### src/rtl/mdu_pkg.sv
// ---------------------------------------------------------------------------
// mdu_pkg
//   Shared types and constants for the multiply/divide sequencer.
//   - mdu_op_t    : 3-bit operation code driven by decode
//   - mdu_state_t : sequencer FSM states
//   - MDU_WIDTH   : default operand width
//   - is_signed_op: true for the ops whose operands are two's complement
// ---------------------------------------------------------------------------
package mdu_pkg;

  localparam int MDU_WIDTH = 32;

  typedef enum logic [2:0] {
    MDU_MULT  = 3'd0,
    MDU_MULTU = 3'd1,
    MDU_DIV   = 3'd2,
    MDU_DIVU  = 3'd3,
    MDU_MTHI  = 3'd4,
    MDU_MTLO  = 3'd5
  } mdu_op_t;

  typedef enum logic [1:0] {
    ST_IDLE = 2'd0,
    ST_MUL  = 2'd1,
    ST_DIV  = 2'd2,
    ST_FIX  = 2'd3
  } mdu_state_t;

  function automatic logic is_signed_op(input mdu_op_t op);
    return (op == MDU_MULT) || (op == MDU_DIV);
  endfunction

endpackage

### src/rtl/mdu_sequencer_if.sv
// ---------------------------------------------------------------------------
// mdu_sequencer_if
//   Datapath <-> multiply/divide unit connection.
//   master (datapath/decode): drives start, op, srca, srcb, hilo_rd;
//                             receives stall, busy, done, hi, lo.
//   slave  (mdu_sequencer)  : the mirror image.
//   start   : issue op this cycle
//   op      : mdu_op_t operation code
//   srca    : rs value (multiplicand / dividend / mthi-mtlo data)
//   srcb    : rt value (multiplier / divisor)
//   hilo_rd : decode holds mfhi/mflo this cycle
//   stall   : hold PC and block regwrite
//   busy    : long op in flight
//   done    : one-cycle pulse after HI/LO updated by a long op
//   hi, lo  : architectural HI/LO registers
// ---------------------------------------------------------------------------
interface mdu_sequencer_if #(
  parameter int WIDTH = mdu_pkg::MDU_WIDTH
);
  import mdu_pkg::*;

  logic             start;
  mdu_op_t          op;
  logic [WIDTH-1:0] srca;
  logic [WIDTH-1:0] srcb;
  logic             hilo_rd;
  logic             stall;
  logic             busy;
  logic             done;
  logic [WIDTH-1:0] hi;
  logic [WIDTH-1:0] lo;

  modport master (
    output start, op, srca, srcb, hilo_rd,
    input  stall, busy, done, hi, lo
  );

  modport slave (
    input  start, op, srca, srcb, hilo_rd,
    output stall, busy, done, hi, lo
  );

endinterface

### src/rtl/mdu_divstep.sv
// ---------------------------------------------------------------------------
// mdu_divstep
//   One combinational restoring-division step on unsigned magnitudes.
//   The partial remainder is shifted left taking in the next dividend bit
//   (MSB of quot_in); the divisor is trial-subtracted and the result kept
//   only when it does not borrow. The quotient bit enters at the LSB of
//   quot_out as the dividend bits leave at its MSB.
//   rem_in/quot_in  : current {remainder, dividend-shifting-into-quotient}
//   divisor         : unsigned divisor magnitude (nonzero)
//   rem_out/quot_out: values after this step
// ---------------------------------------------------------------------------
module mdu_divstep #(
  parameter int WIDTH = 32
) (
  input  logic [WIDTH-1:0] rem_in,
  input  logic [WIDTH-1:0] quot_in,
  input  logic [WIDTH-1:0] divisor,
  output logic [WIDTH-1:0] rem_out,
  output logic [WIDTH-1:0] quot_out
);

  // One extra bit: the shifted remainder can reach 2*divisor-1.
  logic [WIDTH:0] rem_sh;
  logic [WIDTH:0] trial;

  always_comb begin
    rem_sh = {rem_in, quot_in[WIDTH-1]};
    trial  = rem_sh - {1'b0, divisor};
    // trial[WIDTH] set means the subtraction borrowed: restore.
    if (trial[WIDTH]) begin
      rem_out  = rem_sh[WIDTH-1:0];
      quot_out = {quot_in[WIDTH-2:0], 1'b0};
    end else begin
      rem_out  = trial[WIDTH-1:0];
      quot_out = {quot_in[WIDTH-2:0], 1'b1};
    end
  end

endmodule

### src/rtl/mdu_sequencer.sv
// ---------------------------------------------------------------------------
// mdu_sequencer
//   Iterative multiply/divide unit owning HI/LO (mult, multu, div, divu,
//   mthi, mtlo). Radix-2 shift-add multiply and restoring divide, one bit
//   per cycle, on unsigned magnitudes with a final sign-fix cycle.
//   Ports:
//     clk   : rising-edge clock
//     reset : asynchronous, active-high; clears all state, aborts any op
//     bus   : mdu_sequencer_if.slave (start/op/srca/srcb/hilo_rd in,
//             stall/busy/done/hi/lo out)
//   Configuration:
//     MDU_EARLY_TERM_EN : when defined, a multiply leaves the MUL state as
//                         soon as the remaining multiplier bits are all
//                         zero (or skips MUL entirely for a zero
//                         multiplier). Results are unchanged; division is
//                         unaffected.
// ---------------------------------------------------------------------------
module mdu_sequencer
  import mdu_pkg::*;
#(
  parameter int WIDTH = MDU_WIDTH
) (
  input  logic           clk,
  input  logic           reset,
  mdu_sequencer_if.slave bus
);

  localparam int            CW   = $clog2(WIDTH) + 1;
  localparam logic [CW-1:0] LAST = CW'(WIDTH - 1);

  // Architectural and sequencing state
  mdu_state_t         state, state_n;
  logic [CW-1:0]      cnt;
  logic [2*WIDTH-1:0] acc;      // mul: product; div: {remainder, quotient}
  logic [2*WIDTH-1:0] mcand;    // multiplicand, shifted left each MUL cycle
  logic [WIDTH-1:0]   opb;      // multiplier (shifted right) or divisor
  logic               is_div;
  logic               neg_q;    // negate product / quotient in FIX
  logic               neg_r;    // negate remainder in FIX
  logic               busy_q;
  logic               done_q;
  logic [WIDTH-1:0]   hi_q;
  logic [WIDTH-1:0]   lo_q;

  // Issue-time operand conditioning
  logic               accept;
  logic               a_neg, b_neg;
  logic [WIDTH-1:0]   a_mag, b_mag;
  logic               div_by_zero;

  // Per-cycle datapath results
  logic [WIDTH-1:0]   rem_nx, quot_nx;
  logic [2*WIDTH-1:0] prod_fix;
  logic [WIDTH-1:0]   quot_fix, rem_fix;
  logic               mul_last;
  logic               mul_skip;

  // Only an idle unit takes a new op; anything issued while busy is
  // dropped here and reissued by decode once stall clears.
  assign accept = (state == ST_IDLE) && !busy_q && bus.start;

  always_comb begin
    a_neg = is_signed_op(bus.op) & bus.srca[WIDTH-1];
    b_neg = is_signed_op(bus.op) & bus.srcb[WIDTH-1];
    // Negating the most negative value wraps to itself, which is the
    // correct unsigned magnitude.
    a_mag = a_neg ? -bus.srca : bus.srca;
    b_mag = b_neg ? -bus.srcb : bus.srcb;
  end

  assign div_by_zero = (bus.srcb == '0);

`ifdef MDU_EARLY_TERM_EN
  // Bits above the one consumed this cycle are all zero: nothing left to add.
  assign mul_last = (cnt == LAST) || (opb[WIDTH-1:1] == '0);
  assign mul_skip = (b_mag == '0);
`else
  assign mul_last = (cnt == LAST);
  assign mul_skip = 1'b0;
`endif

  mdu_divstep #(.WIDTH(WIDTH)) u_divstep (
    .rem_in   (acc[2*WIDTH-1:WIDTH]),
    .quot_in  (acc[WIDTH-1:0]),
    .divisor  (opb),
    .rem_out  (rem_nx),
    .quot_out (quot_nx)
  );

  always_comb begin
    prod_fix = neg_q ? -acc : acc;
    quot_fix = neg_q ? -acc[WIDTH-1:0] : acc[WIDTH-1:0];
    rem_fix  = neg_r ? -acc[2*WIDTH-1:WIDTH] : acc[2*WIDTH-1:WIDTH];
  end

  // -------------------------------------------------------------------------
  // FSM: state register
  // -------------------------------------------------------------------------
  // NOTE: sequential state uses non-blocking assignments so every flop
  // samples pre-edge values regardless of statement order.
  always_ff @(posedge clk or posedge reset) begin
    if (reset) state <= ST_IDLE;
    else       state <= state_n;
  end

  // -------------------------------------------------------------------------
  // FSM: next-state logic
  // -------------------------------------------------------------------------
  always_comb begin
    // NOTE: default first so every path assigns state_n and no latch forms.
    state_n = state;
    unique case (state)
      ST_IDLE: begin
        if (accept) begin
          case (bus.op)
            MDU_MULT, MDU_MULTU: state_n = mul_skip ? ST_FIX : ST_MUL;
            MDU_DIV, MDU_DIVU:   if (!div_by_zero) state_n = ST_DIV;
            default:             state_n = ST_IDLE;
          endcase
        end
      end
      ST_MUL:  if (mul_last)     state_n = ST_FIX;
      ST_DIV:  if (cnt == LAST)  state_n = ST_FIX;
      ST_FIX:  state_n = ST_IDLE;
      default: state_n = ST_IDLE;
    endcase
  end

  // -------------------------------------------------------------------------
  // Datapath, HI/LO and status registers
  // -------------------------------------------------------------------------
  always_ff @(posedge clk or posedge reset) begin
    if (reset) begin
      cnt    <= '0;
      acc    <= '0;
      mcand  <= '0;
      opb    <= '0;
      is_div <= 1'b0;
      neg_q  <= 1'b0;
      neg_r  <= 1'b0;
      busy_q <= 1'b0;
      done_q <= 1'b0;
      hi_q   <= '0;
      lo_q   <= '0;
    end else begin
      done_q <= 1'b0;
      busy_q <= (state_n != ST_IDLE);

      case (state)
        ST_IDLE: begin
          if (accept) begin
            case (bus.op)
              MDU_MTHI: hi_q <= bus.srca;
              MDU_MTLO: lo_q <= bus.srca;
              MDU_MULT, MDU_MULTU: begin
                acc    <= '0;
                mcand  <= {{WIDTH{1'b0}}, a_mag};
                opb    <= b_mag;
                cnt    <= '0;
                is_div <= 1'b0;
                neg_q  <= a_neg ^ b_neg;
                neg_r  <= 1'b0;
              end
              MDU_DIV, MDU_DIVU: begin
                if (div_by_zero) begin
                  // Defined result instead of a trap; raw dividend to HI.
                  hi_q   <= bus.srca;
                  lo_q   <= '1;
                  done_q <= 1'b1;
                end else begin
                  acc    <= {{WIDTH{1'b0}}, a_mag};
                  opb    <= b_mag;
                  cnt    <= '0;
                  is_div <= 1'b1;
                  neg_q  <= a_neg ^ b_neg;
                  neg_r  <= a_neg;
                end
              end
              default: ;
            endcase
          end
        end

        ST_MUL: begin
          if (opb[0]) acc <= acc + mcand;
          mcand <= mcand << 1;
          opb   <= opb >> 1;
          cnt   <= cnt + CW'(1);
        end

        ST_DIV: begin
          acc <= {rem_nx, quot_nx};
          cnt <= cnt + CW'(1);
        end

        ST_FIX: begin
          if (is_div) begin
            hi_q <= rem_fix;
            lo_q <= quot_fix;
          end else begin
            hi_q <= prod_fix[2*WIDTH-1:WIDTH];
            lo_q <= prod_fix[WIDTH-1:0];
          end
          done_q <= 1'b1;
        end

        default: ;
      endcase
    end
  end

  // Stall only when the datapath actually needs the unit or HI/LO.
  assign bus.stall = busy_q & (bus.start | bus.hilo_rd);
  assign bus.busy  = busy_q;
  assign bus.done  = done_q;
  assign bus.hi    = hi_q;
  assign bus.lo    = lo_q;

endmodule

### src/flat_wrapper.sv
// flat-port wrapper written by rule: the top's interface ports become plain ports
module mdu_sequencer_flat import mdu_pkg::*;
#(
  parameter int WIDTH = MDU_WIDTH
)
  (clk, reset, bus_start, bus_op, bus_srca, bus_srcb, bus_hilo_rd, bus_stall, bus_busy, bus_done, bus_hi, bus_lo);
  mdu_sequencer_if #(.WIDTH(WIDTH)) bus_i ();
  input  logic clk;
  input  logic reset;
  input wire logic [$bits(bus_i.start)-1:0] bus_start;
  input wire logic [$bits(bus_i.op)-1:0] bus_op;
  input wire logic [$bits(bus_i.srca)-1:0] bus_srca;
  input wire logic [$bits(bus_i.srcb)-1:0] bus_srcb;
  input wire logic [$bits(bus_i.hilo_rd)-1:0] bus_hilo_rd;
  output wire logic [$bits(bus_i.stall)-1:0] bus_stall;
  output wire logic [$bits(bus_i.busy)-1:0] bus_busy;
  output wire logic [$bits(bus_i.done)-1:0] bus_done;
  output wire logic [$bits(bus_i.hi)-1:0] bus_hi;
  output wire logic [$bits(bus_i.lo)-1:0] bus_lo;
  assign bus_i.start = bus_start;
  assign bus_i.op = bus_op;
  assign bus_i.srca = bus_srca;
  assign bus_i.srcb = bus_srcb;
  assign bus_i.hilo_rd = bus_hilo_rd;
  assign bus_stall = bus_i.stall;
  assign bus_busy = bus_i.busy;
  assign bus_done = bus_i.done;
  assign bus_hi = bus_i.hi;
  assign bus_lo = bus_i.lo;
  mdu_sequencer #(.WIDTH(WIDTH)) u_core (.clk(clk), .reset(reset), .bus(bus_i));
endmodule
### config.mk
export PLATFORM = sky130hd
export DESIGN_NAME = mdu_sequencer_flat
export DESIGN_NICKNAME = d
export VERILOG_FILES = /design/src/rtl/mdu_pkg.sv /design/src/rtl/mdu_sequencer_if.sv /design/src/rtl/mdu_divstep.sv /design/src/rtl/mdu_sequencer.sv /design/src/flat_wrapper.sv
export SDC_FILE = /design/constraint.sdc
export NUM_CORES = 1
export LEC_CHECK = 0
export ABC_AREA = 1
export BUFFER_PORTS_ARGS = -buffer_cell sky130_fd_sc_hd__buf_2
export CAP_MARGIN = 30
export CORE_UTILIZATION = 40
export CTS_CLUSTER_SIZE = 25
export DETAILED_ROUTE_END_ITERATION = 10
export GPL_ROUTABILITY_DRIVEN = 1
export PLACE_DENSITY = 0.56
export SYNTH_ARGS = -nofsm -noshare
export SYNTH_HDL_FRONTEND = slang
export SYNTH_HIERARCHICAL = 1
export SYNTH_SLANG_ARGS = --single-unit
export TNS_END_PERCENT = 5
### constraint.sdc
create_clock -name clk -period 23.8 [get_ports clk]
set_input_delay 4.76 -clock clk [delete_from_list [all_inputs] [get_ports clk]]
set_output_delay 4.76 -clock clk [all_outputs]
set_load 0.01 [all_outputs]
== Word level (Yosys, flattened, before mapping) ==
Index checks and enable logic that the tools add are counted.

* Flip-flop bits (word level): 237
* Input port bits: 71
* Word-level logic and storage cells: 114

* Add/sub/neg operators: 8
* Equality and inequality tests: 18
* Muxes and demuxes: 48
* Bitwise operators: 5
* Reductions and logical operators: 23

{| class="wikitable"
|+ Operator list
! operator !! count
|-
| 32-bit 2-to-1 mux || 13
|-
| 64-bit 2-to-1 mux || 6
|-
| 32-bit case mux with 2 select lines || 6
|-
| 64-bit case mux with 2 select lines || 2
|-
| 64-bit case mux with 3 select lines || 1
|-
| 32-bit negation || 4
|-
| 64-bit adder || 1
|-
| 64-bit negation || 1
|-
| 33-bit by 32-bit subtractor with 33-bit output || 1
|-
| 32-bit zero test || 1
|-
| 6-bit case mux with 2 select lines || 2
|-
| 4-bit AND reduction || 5
|-
| 6-bit 2-to-1 mux || 2
|-
| 3-bit inequality test (second input constant) || 4
|-
| 2-bit nonzero test || 5
|-
| 1-bit case mux with 2 select lines || 4
|-
| 1-bit 2-to-1 mux || 7
|-
| 6-bit by 1-bit adder with 6-bit output (second input constant) || 1
|-
| 3-bit by 2-bit equality test with 1-bit output (second input constant) || 2
|-
| 3-bit equality test (second input constant) || 2
|-
| 6-bit by 5-bit equality test with 1-bit output (second input constant) || 1
|-
| 2-bit 2-to-1 mux || 3
|-
| 2-bit case mux with 3 select lines || 1
|-
| 2-bit OR reduction || 3
|-
| 18 further kinds || 24
|}

== Longest topological paths before layout ==
Gate-level depths: netlist of run 1.

* Depth in word-level cells: 8
* Mapped depth: 21
* Gate-level depth less buffers: 20

== By module ==
Netlist of run 1, hierarchy kept.

{| class="wikitable"
|+ By module, submodules not included
! module !! instances !! cells an instance !! area an instance (um^2) !! sequential area each (um^2)
|-
| mdu_sequencer || 1 || 3767 || 21707.1 || 5930.7
|-
| mdu_divstep || 1 || 711 || 3383.2 || 0.0
|}

== Least setup slack after synthesis of run 1 ==
OpenSTA, ideal clock, no wires.

* Kind: input to output
* From: input port bus_start
* To: output port bus_stall
* Arrival time: 4.956 ns
* Path slack: 14.084 ns
* Stages: 1
* Cell sequence: o21a_1

* Word-level cells in the longest chain between the ends: 2

{| class="wikitable"
|+ RTL lines
! what !! RTL line !! text
|-
| start, declared || flat_wrapper.sv:10 || <nowiki>input wire logic [$bits(bus_i.start)-1:0] bus_start;</nowiki>
|-
| 1-bit OR || mdu_sequencer.sv:213 || <nowiki>assign bus.stall = busy_q & (bus.start | bus.hilo_rd);</nowiki>
|-
| 1-bit AND || mdu_sequencer.sv:213 ||
|-
| end, declared || flat_wrapper.sv:15 || <nowiki>output wire logic [$bits(bus_i.stall)-1:0] bus_stall;</nowiki>
|}

Every way passes these cells.

== Worst setup path after layout of run 1 ==
Same ends and word-level chain as after synthesis.

==> results.md, run 1 <==
Clock network:
- The largest buffer count on any clock path is 3.
- The depth of the CTS H-tree is 1.
- The worst-skew pair later-pin latency is 630 ps.
- The buffer type at the clock tree root is sky130_fd_sc_hd__clkbuf_16.
- Clock-pin slew was measured on the worst setup and hold paths at around 60 ps.
- The TritonCTS clock tree is yes.
- The number of gates given a new drive strength after cts is 0.
- Once the clock tree was built, the setup fixing pass inserted 0 buffers.
- The clock sink total is 237.
- The cts-stage hold buffer count is 0.
- Buffers inserted during clock tree synthesis total 30.

Global route:
- Entering global routing, the biggest net connects between 100 and 150 pins.
- The wire length of the first global-routing pass is around 150 mm.
- Global routing used around 30% of the available tracks.
- After global routing the overflow that remains totals 0.
- The number of antenna violations at the first check in global routing is 3.
- The number of global-route vias before repair came to around 25000.

Floorplan:
- Once the floorplan was initialized, standard cells occupied roughly two fifths of the core.
- The die outline width is 252 um.
- The y dimension of the die is 252 um.
- The area of the core is just over 60000 um^2.
- For this design the top-level I/O count stands at 138.
- After floorplanning, the core was divided into between 90 and 100 placement rows.
- The area enclosed by the die boundary is about 64000 um^2.

Logic synthesis:
- The largest area contributor in the synthesized netlist is sky130_fd_sc_hd__nand2_1.
- In this run the cell area of the synthesized design comes to ~25000 um^2.
- In this run the biggest area consumer among cell types represents 27.3% of the synthesized area.
- The post-synthesis async set-or-reset flop share is 100%.
- Sorting the synthesized cells by how often they occur yields 1824 x sky130_fd_sc_hd__nand2_1, 692 x sky130_fd_sc_hd__inv_1, 452 x sky130_fd_sc_hd__nor2_1, 270 x sky130_fd_sc_hd__nand3_1, 237 x sky130_fd_sc_hd__dfrtp_1.
- The synthesized design contains 0 enable-type register cells.
- For this run, the number of Yosys warnings is 6.
- The most common cell in the synthesized netlist is sky130_fd_sc_hd__nand2_1.
- By area the synthesized netlist is led by sky130_fd_sc_hd__nand2_1 27%, sky130_fd_sc_hd__dfrtp_1 24%, sky130_fd_sc_hd__inv_1 10%.
- The synthesized net count is 4655.
- Synthesis produced a netlist whose cell count is about 4500.
- The average instance in the mapped netlist occupies 5.60 um^2.
- In the synthesized netlist the dominant register cell turns out to be sky130_fd_sc_hd__dfrtp_1.
- In this run, synthesis produced a sequential element count of ~240.
- The fraction of the yosys area taken by sequential cells is between 20% and 30%.
- The distinct cell type count after synthesis is 56.

Worst setup path:
- In this run the critical register-to-register path is launched from u_core/state[1].
- The data arrival time of the critical path is 5160 ps.
- The type of element capturing the critical path is an output port.
- The worst register-to-register path ends at u_core/acc[24].
- The endpoint of the most critical setup path is bus_stall.
- The flop-to-flop setup slack is between 20000 and 25000 ps.
- Of all nets on the critical path, the largest fanout is 2.
- The critical path starts at bus_start.
- The depth of the worst register-to-register path is 10.
- The required time of the worst setup path is 19040 ps.
- The critical path launch point type is an input pin.
- By startpoint and endpoint, the worst setup path is classified as in2out.

Detailed routing:
- The number of optimization iterations in the first detailed-route pass is 6.
- The routed length on met2 is 45.7 mm.
- For this run, design rule violations remaining after detail routing come to 0.
- Once detail routing completed, the nets flagged for antenna violations numbered 0.
- Summing over every cut layer, the via total after detailed routing is about 27000.
- After detailed routing, no signal wire sits above met4.
- The first routing iteration left about 2400 violations.
- The post-detailed-route via-to-cell ratio is about 5.1.
- In the final routed layout, each cell accounts on average for roughly 18 um.
- The routed length on met1 is 43.4 mm.
- After detailed routing, the total wire length is a little under 100 mm.
- The wire length on met3 is between 5 and 6 mm.

Job:
- Max-cap violations in this run came to 0.

STA:
- The fmax is approximately 100 MHz.
- Setup violations remaining at the end of the flow were counted as 0.
- Setup repair after global routing left no endpoint under its margin.
- The count of final hold-check violations was 0.
- The total count of max-transition violations in the final report is 0.
- The slew at the pin with the worst max-slew slack is about 1000 ps.
- Headroom to the max-slew limit came out at between 30% and 40%.
- The time the final worst path needs with I/O delays and setup is just under 10000 ps.
- Across the routed clock network, the largest skew measured is roughly 52 ps.
- Of the available clock period, the critical path in the final layout requires between 40% and 50%.
- After routing, the total negative slack on setup checks comes to 0 ps.

Final layout:
- The filler cell count is between 6000 and 7000.
- The area growth from synthesis to layout is 9.04%.
- The combined flip-flop and latch cell area is between 5000 and 6000 um^2.
- The ratio of cells with drive above 1 in the final layout is under 10%.
- The multi-input combinational cells in the finished layout cover a total of between 15000 and 20000 um^2.
- The number of nets at the end of the flow is 4700.

Place:
- In this run the tool buffered the top-level ports with 137 buffer cells.
- Once detailed placement completed, the half-perimeter wirelength came to ~77 mm.
- At the end of routability-driven placement, the weighted congestion stood at a little under 1.

Power:
- The maximum vdd ir drop is between 0.07 and 0.08 mV.
- The total leakage power is between 15 and 20 nW.
- The power consumption is between 0.003 and 0.004 W.
- Power spread over the standard cell area amounts to about 110 nW/um^2.

Min path:
- The worst min-delay path startpoint is u_core/bus.lo[5].
- In this run the worst hold path is classified as reg2reg.

Outcome:
- The run finished with clean final reports.
-- layout make-up --
class                           count  share of cell area (%)
Antenna cell                        1                 0.00915
Timing Repair Buffer              164                    3.27
Clock buffer                       39                    3.09
Clock inverter                     16                   0.800
Sequential cell                   237                    21.7
Multi-Input combinational cell   3390                    57.7
Inverter                          700                    9.63
Tap cell                          837                    3.83
-- cells by family (layout without fill, tap and decap cells) --
group / after synthesis / after routing / share of synthesized area, %
xor+xnor: 65 / 65 / 2.27
simple gates: 2706 / 2706 / 43.5
mux: 2 / 2 / 0.0798
fa+ha+maj: 106 / 106 / 5.35
other cells: 0 / 1 / 0
compound gates: 511 / 511 / 11.6
flops: 237 / 237 / 23.6
buf+inv: 851 / 919 / 13.6
-- state kept, by name, indices dropped and copies added (netlist names) --
| name | flops |
|---|---|
| u_core/bus.busy | 1 |
| u_core/bus.done | 1 |
| u_core/is_div | 1 |
| u_core/bus.lo | 32 |
| u_core/mcand | 64 |
| u_core/acc | 64 |
| u_core/cnt | 6 |
| u_core/neg_q | 1 |
| u_core/opb | 32 |
| u_core/neg_r | 1 |
| u_core/bus.hi | 32 |
| u_core/state | 2 |
-- through the flow --
stage	util (%)	hold WS [ps]	std cells	area, um^2	worst slack, ps
2_1_floorplan	-	465	4478	25100	12540
3_3_place_gp	42.5	452	5327	26300	13870
4_1_cts	44.2	472	5383	27400	13880
6_report	44.2	466	5384	27400	13880
3_5_place_dp	42.5	456	5328	26300	13880
5_1_grt	44.2	492	5384	27400	13870
-- worst min path at each step --
stage	to	slack, ps	depth (start not counted)
3_5_place_dp	u_core/bus.lo[5]	460	2
4_1_cts	u_core/bus.lo[5]	470	2
5_1_grt	u_core/bus.lo[1]	490	2
2_1_floorplan	u_core/opb[12]	470	2
6_report	u_core/bus.lo[5]	470	2
3_3_place_gp	u_core/bus.lo[5]	450	2
-- routing by layer --
metal  vias to the layer above  global-route usage, %
met5                         -                      0
met4                         0                   11.3
met3                       163                   2.16
met2                       833                   51.1
met1                     12500                   40.9
li1                      13900                      -
-- power breakdown --
part           switching (W)  total (W)  internal [W]
Clock               0.000203   0.000497      0.000294
Combinational        0.00134    0.00191      0.000572
Sequential          0.000176   0.000725      0.000549
-- placed cells by master, fill, tap and decap left out, drive strengths merged, types with 3 or more instances in the layout --
cell type / count
bufinv: 4
clkbuf: 39
xor2: 59
xnor2: 6
clkinv: 10
o21bai: 13
or2: 12
inv: 701
a311oi: 3
buf: 164
a31oi: 4
nor3: 50
a21oi: 176
a21boi: 23
o21ai: 203
dfrtp: 237
a22oi: 10
o22ai: 10
nor4: 6
nand2: 1836
and2: 9
o31ai: 16
nand3b: 10
o211ai: 29
nand4: 36
ha: 104
o21a: 13
nor2: 470
nand3: 274
-- critical path: stages --
cell	delay, ps
sky130_fd_sc_hd__buf_2	100
sky130_fd_sc_hd__o21a_1	170
sky130_fd_sc_hd__buf_2	130
Power figures use the tool's default switching activity.
==> run 2, diff against run 1 <==
--- a/config.mk
+++ b/config.mk
@@ -12,7 +12,7 @@
 export CTS_CLUSTER_SIZE = 25
 export DETAILED_ROUTE_END_ITERATION = 10
 export GPL_ROUTABILITY_DRIVEN = 1
-export PLACE_DENSITY = 0.56
+export PLACE_DENSITY = 0.58
 export SYNTH_ARGS = -nofsm -noshare
 export SYNTH_HDL_FRONTEND = slang
 export SYNTH_HIERARCHICAL = 1
==> constraint.sdc (replaced) <==
create_clock -name clk -period 9 [get_ports clk]
set_input_delay 1.8 -clock clk [delete_from_list [all_inputs] [get_ports clk]]
set_output_delay 1.8 -clock clk [all_outputs]
set_load 0.01 [all_outputs]
==> results.md, run 2 (synthesis gave the netlist of run 1 again) <==
Place:
- The routability congestion estimate from global placement is 0.996 (was 0.989).
- The standard cell area after detailed placement came to 26300 um^2 (about the same).
- The count of input and output buffers is 137 (unchanged).
- The sum of net half-perimeters after detailed placement is 77.7 mm (was 77.5 mm).

Worst setup path:
- The depth of the worst register-to-register path is 11 (was 10).
- The flop-to-flop setup slack is 5200 ps (was 20210 ps).
- The largest fanout on the critical path was 63 (was 2).
- The required time of the worst setup path is 9430 ps (was 19040 ps).
- The launch point of the worst reg-to-reg path is u_core/state[1] (unchanged).
- The type of element capturing the critical path is a flop (was output port).
- The critical path launch point type is an input pin (unchanged).
- The data arrival time of the critical path is 4650 ps (was 5160 ps).
- The capture instance of the worst register-to-register path is u_core/acc[24] (unchanged).
- The path type of the worst setup path is in2reg (was in2out).

Floorplan:
- The y dimension of the die was 252 um (unchanged).
- The die outline width is 252 um (unchanged).
- The I/O pin total is 138 (unchanged).
- The area of the core came to 61800 um^2 (unchanged).
- The number of cell rows came to 91 (unchanged).
- The initial core utilization is 40.6% (unchanged).
- The area enclosed by the die boundary was 63700 um^2 (unchanged).

Final layout:
- The multi-input gate area in the final layout is 15800 um^2 (unchanged).
- The number of antenna cells inserted came to 0 (was 1).
- The filler cell count is 7010 (was 6971).
- The final design instance area without fill is 27400 um^2 (about the same).
- The combined flip-flop and latch cell area is 5930 um^2 (unchanged).
- Registers with the most flip-flops: u_core/acc: 64 flops, u_core/mcand: 64 flops (unchanged).
- Commonest cells after routing, fill and taps aside: 1823 x sky130_fd_sc_hd__nand2_1, 690 x sky130_fd_sc_hd__inv_1, 449 x sky130_fd_sc_hd__nor2_1 (unchanged).
- The most frequent standard cell in the layout excluding fill and tap cells is sky130_fd_sc_hd__nand2_1 (unchanged).
- The ratio of cells with drive above 1 in the final layout is 6.14% (was 6.27%).
- The number of nets at the end of the flow was 4696 (was 4700).
- The area added between synthesis and finish came to 9.01% (was 9.04%).

Clock network:
- The depth of the CTS H-tree is 1 (unchanged).
- The TritonCTS clock tree was yes (unchanged).
- The clock transition at the registers of the reported paths was 60 ps (about the same).
- The clock sink total was 237 (unchanged).
- The number of buffers created by CTS is 29 (was 30).
- The worst-skew pair later-pin latency is 580 ps (was 630 ps).
- The cts-stage hold buffer count was 0 (unchanged).
- The largest buffer count on any clock path came to 3 (unchanged).
- The number of post-CTS setup repair buffers is 0 (unchanged).
- The number of gates given a new drive strength after cts is 0 (unchanged).
- The buffer type at the clock tree root is sky130_fd_sc_hd__clkbuf_16 (unchanged).

STA:
- The setup skew after layout is 17.0 ps (was 52.2 ps).
- The total setup violations reported at the end of the flow is 0 (unchanged).
- The count of final hold-check violations is 0 (unchanged).
- Unrepaired setup endpoints after global routing: no (unchanged).
- The worst path uses around 47% of the clock period.
- The total count of max-transition violations in the final report is 0 (unchanged).
- The headroom to the max-slew limit is 33.1% (was 34.1%).
- Timing would allow up to roughly 240 MHz.
- The smallest clock period supported by the final layout is computed as ~4200 ps.
- The final sum of negative setup slack was 0 ps (unchanged).
- The slew at the pin with the worst max-slew slack was 1000 ps (was 989 ps).

Detailed routing:
- The overall routed net length was 97.8 mm (was 98.2 mm).
- The DRC violation count after routing came to 0 (unchanged).
- The first-iteration detailed-routing DRC count was 2602 (was 2399).
- The post-detailed-route via-to-cell ratio came to 5.12 (was 5.10).
- The remaining antenna violation count after routing is 0 (unchanged).
- The average routed wire per standard cell is 18.2 um (about the same).
- The detailed-route via count came to 27500 (was 27400).
- The number of optimization iterations in the first detailed-route pass is 8 (was 6).

Global route:
- The combined global-route utilization of all metal layers came to 30.1% (was 30.5%).
- The overflow left after global routing is 0 (unchanged).
- The largest net degree at the start of global routing is 139 (was 112).
- The number of antenna violations at the first check in global routing is 3 (unchanged).
- The wire length of the first global-routing pass came to 147 mm (was 149 mm).
- The number of global-route vias before repair was 25200 (was 25100).

Power:
- The maximum vdd ir drop came to 0.155 mV (was 0.0728 mV).
- The total leakage power came to 15.6 nW (about the same).
- The power density over the cells is 302 nW/um^2 (was 115 nW/um^2).

Min path:
- The worst min-delay path startpoint is u_core/bus.lo[29] (was u_core/bus.lo[5]).
- The end point of the most critical hold path is u_core/bus.lo[29] (was u_core/bus.lo[5]).
- The hold-critical path depth is 2 (unchanged).
- The class of the worst hold path is reg2reg (unchanged).

Outcome:
- Run status: completed (unchanged).

Job:
- The max capacitance violation total is 0 (unchanged).
run 2: area by class of cell:
cell class | instances | share of cell area (%)
multi-input cells | 3390 | 57.7
flip-flops and latches | 237 | 21.7
inverters | 700 | 9.63
clock inverters | 12 | 0.636
well taps | 837 | 3.83
clock buffers | 41 | 3.11
repair buffers | 161 | 3.40
run 2: worst max-delay path, stage by stage:
cell                       delay [ps]
sky130_fd_sc_hd__buf_2            100
sky130_fd_sc_hd__inv_1             90
sky130_fd_sc_hd__ha_1             210
sky130_fd_sc_hd__nand4_2          150
sky130_fd_sc_hd__nor2_2           160
sky130_fd_sc_hd__nand2_1          130
sky130_fd_sc_hd__nor2_4           240
sky130_fd_sc_hd__nand3_2          150
sky130_fd_sc_hd__nand3_2          100
sky130_fd_sc_hd__buf_4            580
sky130_fd_sc_hd__inv_1            560
sky130_fd_sc_hd__nand4_1          230
sky130_fd_sc_hd__o211ai_1         100
run 2: worst max-delay path by stage:
stage                           endpoint  slack, ps             from  cells after the start
after global routing      u_core/acc[24]       4520      bus_srcb[1]                     13
after detailed placement  u_core/acc[24]       4240      bus_srcb[1]                     13
after CTS                 u_core/acc[24]       4760  u_core/state[1]                     10
final                     u_core/acc[24]       4770      bus_srcb[1]                     13
after floorplan            u_core/acc[0]        700            reset                      1
after global placement    u_core/acc[24]       4330      bus_srcb[1]                     13
run 2: layer usage:
metal | GRT usage (%) | wire length [um] | vias to the layer above
met5 | 0 | 0 | -
met2 | 50.6 | 45300 | 925
met4 | 11.3 | 3990 | 0
met3 | 3.40 | 6080 | 203
met1 | 39.4 | 42500 | 12500
li1 | - | - | 13900
run 2: stage by stage:
step	utilization [%]	hold WS (ps)	total power (W)	std cells	worst slack, ps
final	44.2	466	0.00827	5378	4770
after global placement	42.5	454	0.00687	5322	4330
after detailed placement	42.5	455	0.00692	5324	4240
after floorplan	-	465	0.00542	4478	697
after global routing	44.2	501	0.00897	5378	4520
after CTS	44.2	470	0.00823	5377	4760
run 2: power by group:
part	switching, W	leakage (nW)	internal (W)
combinational	0.00353	12.0	0.00154
sequential	0.000462	3.01	0.00145
clock	0.000516	0.506	0.000772
total	0.00451	15.6	0.00376
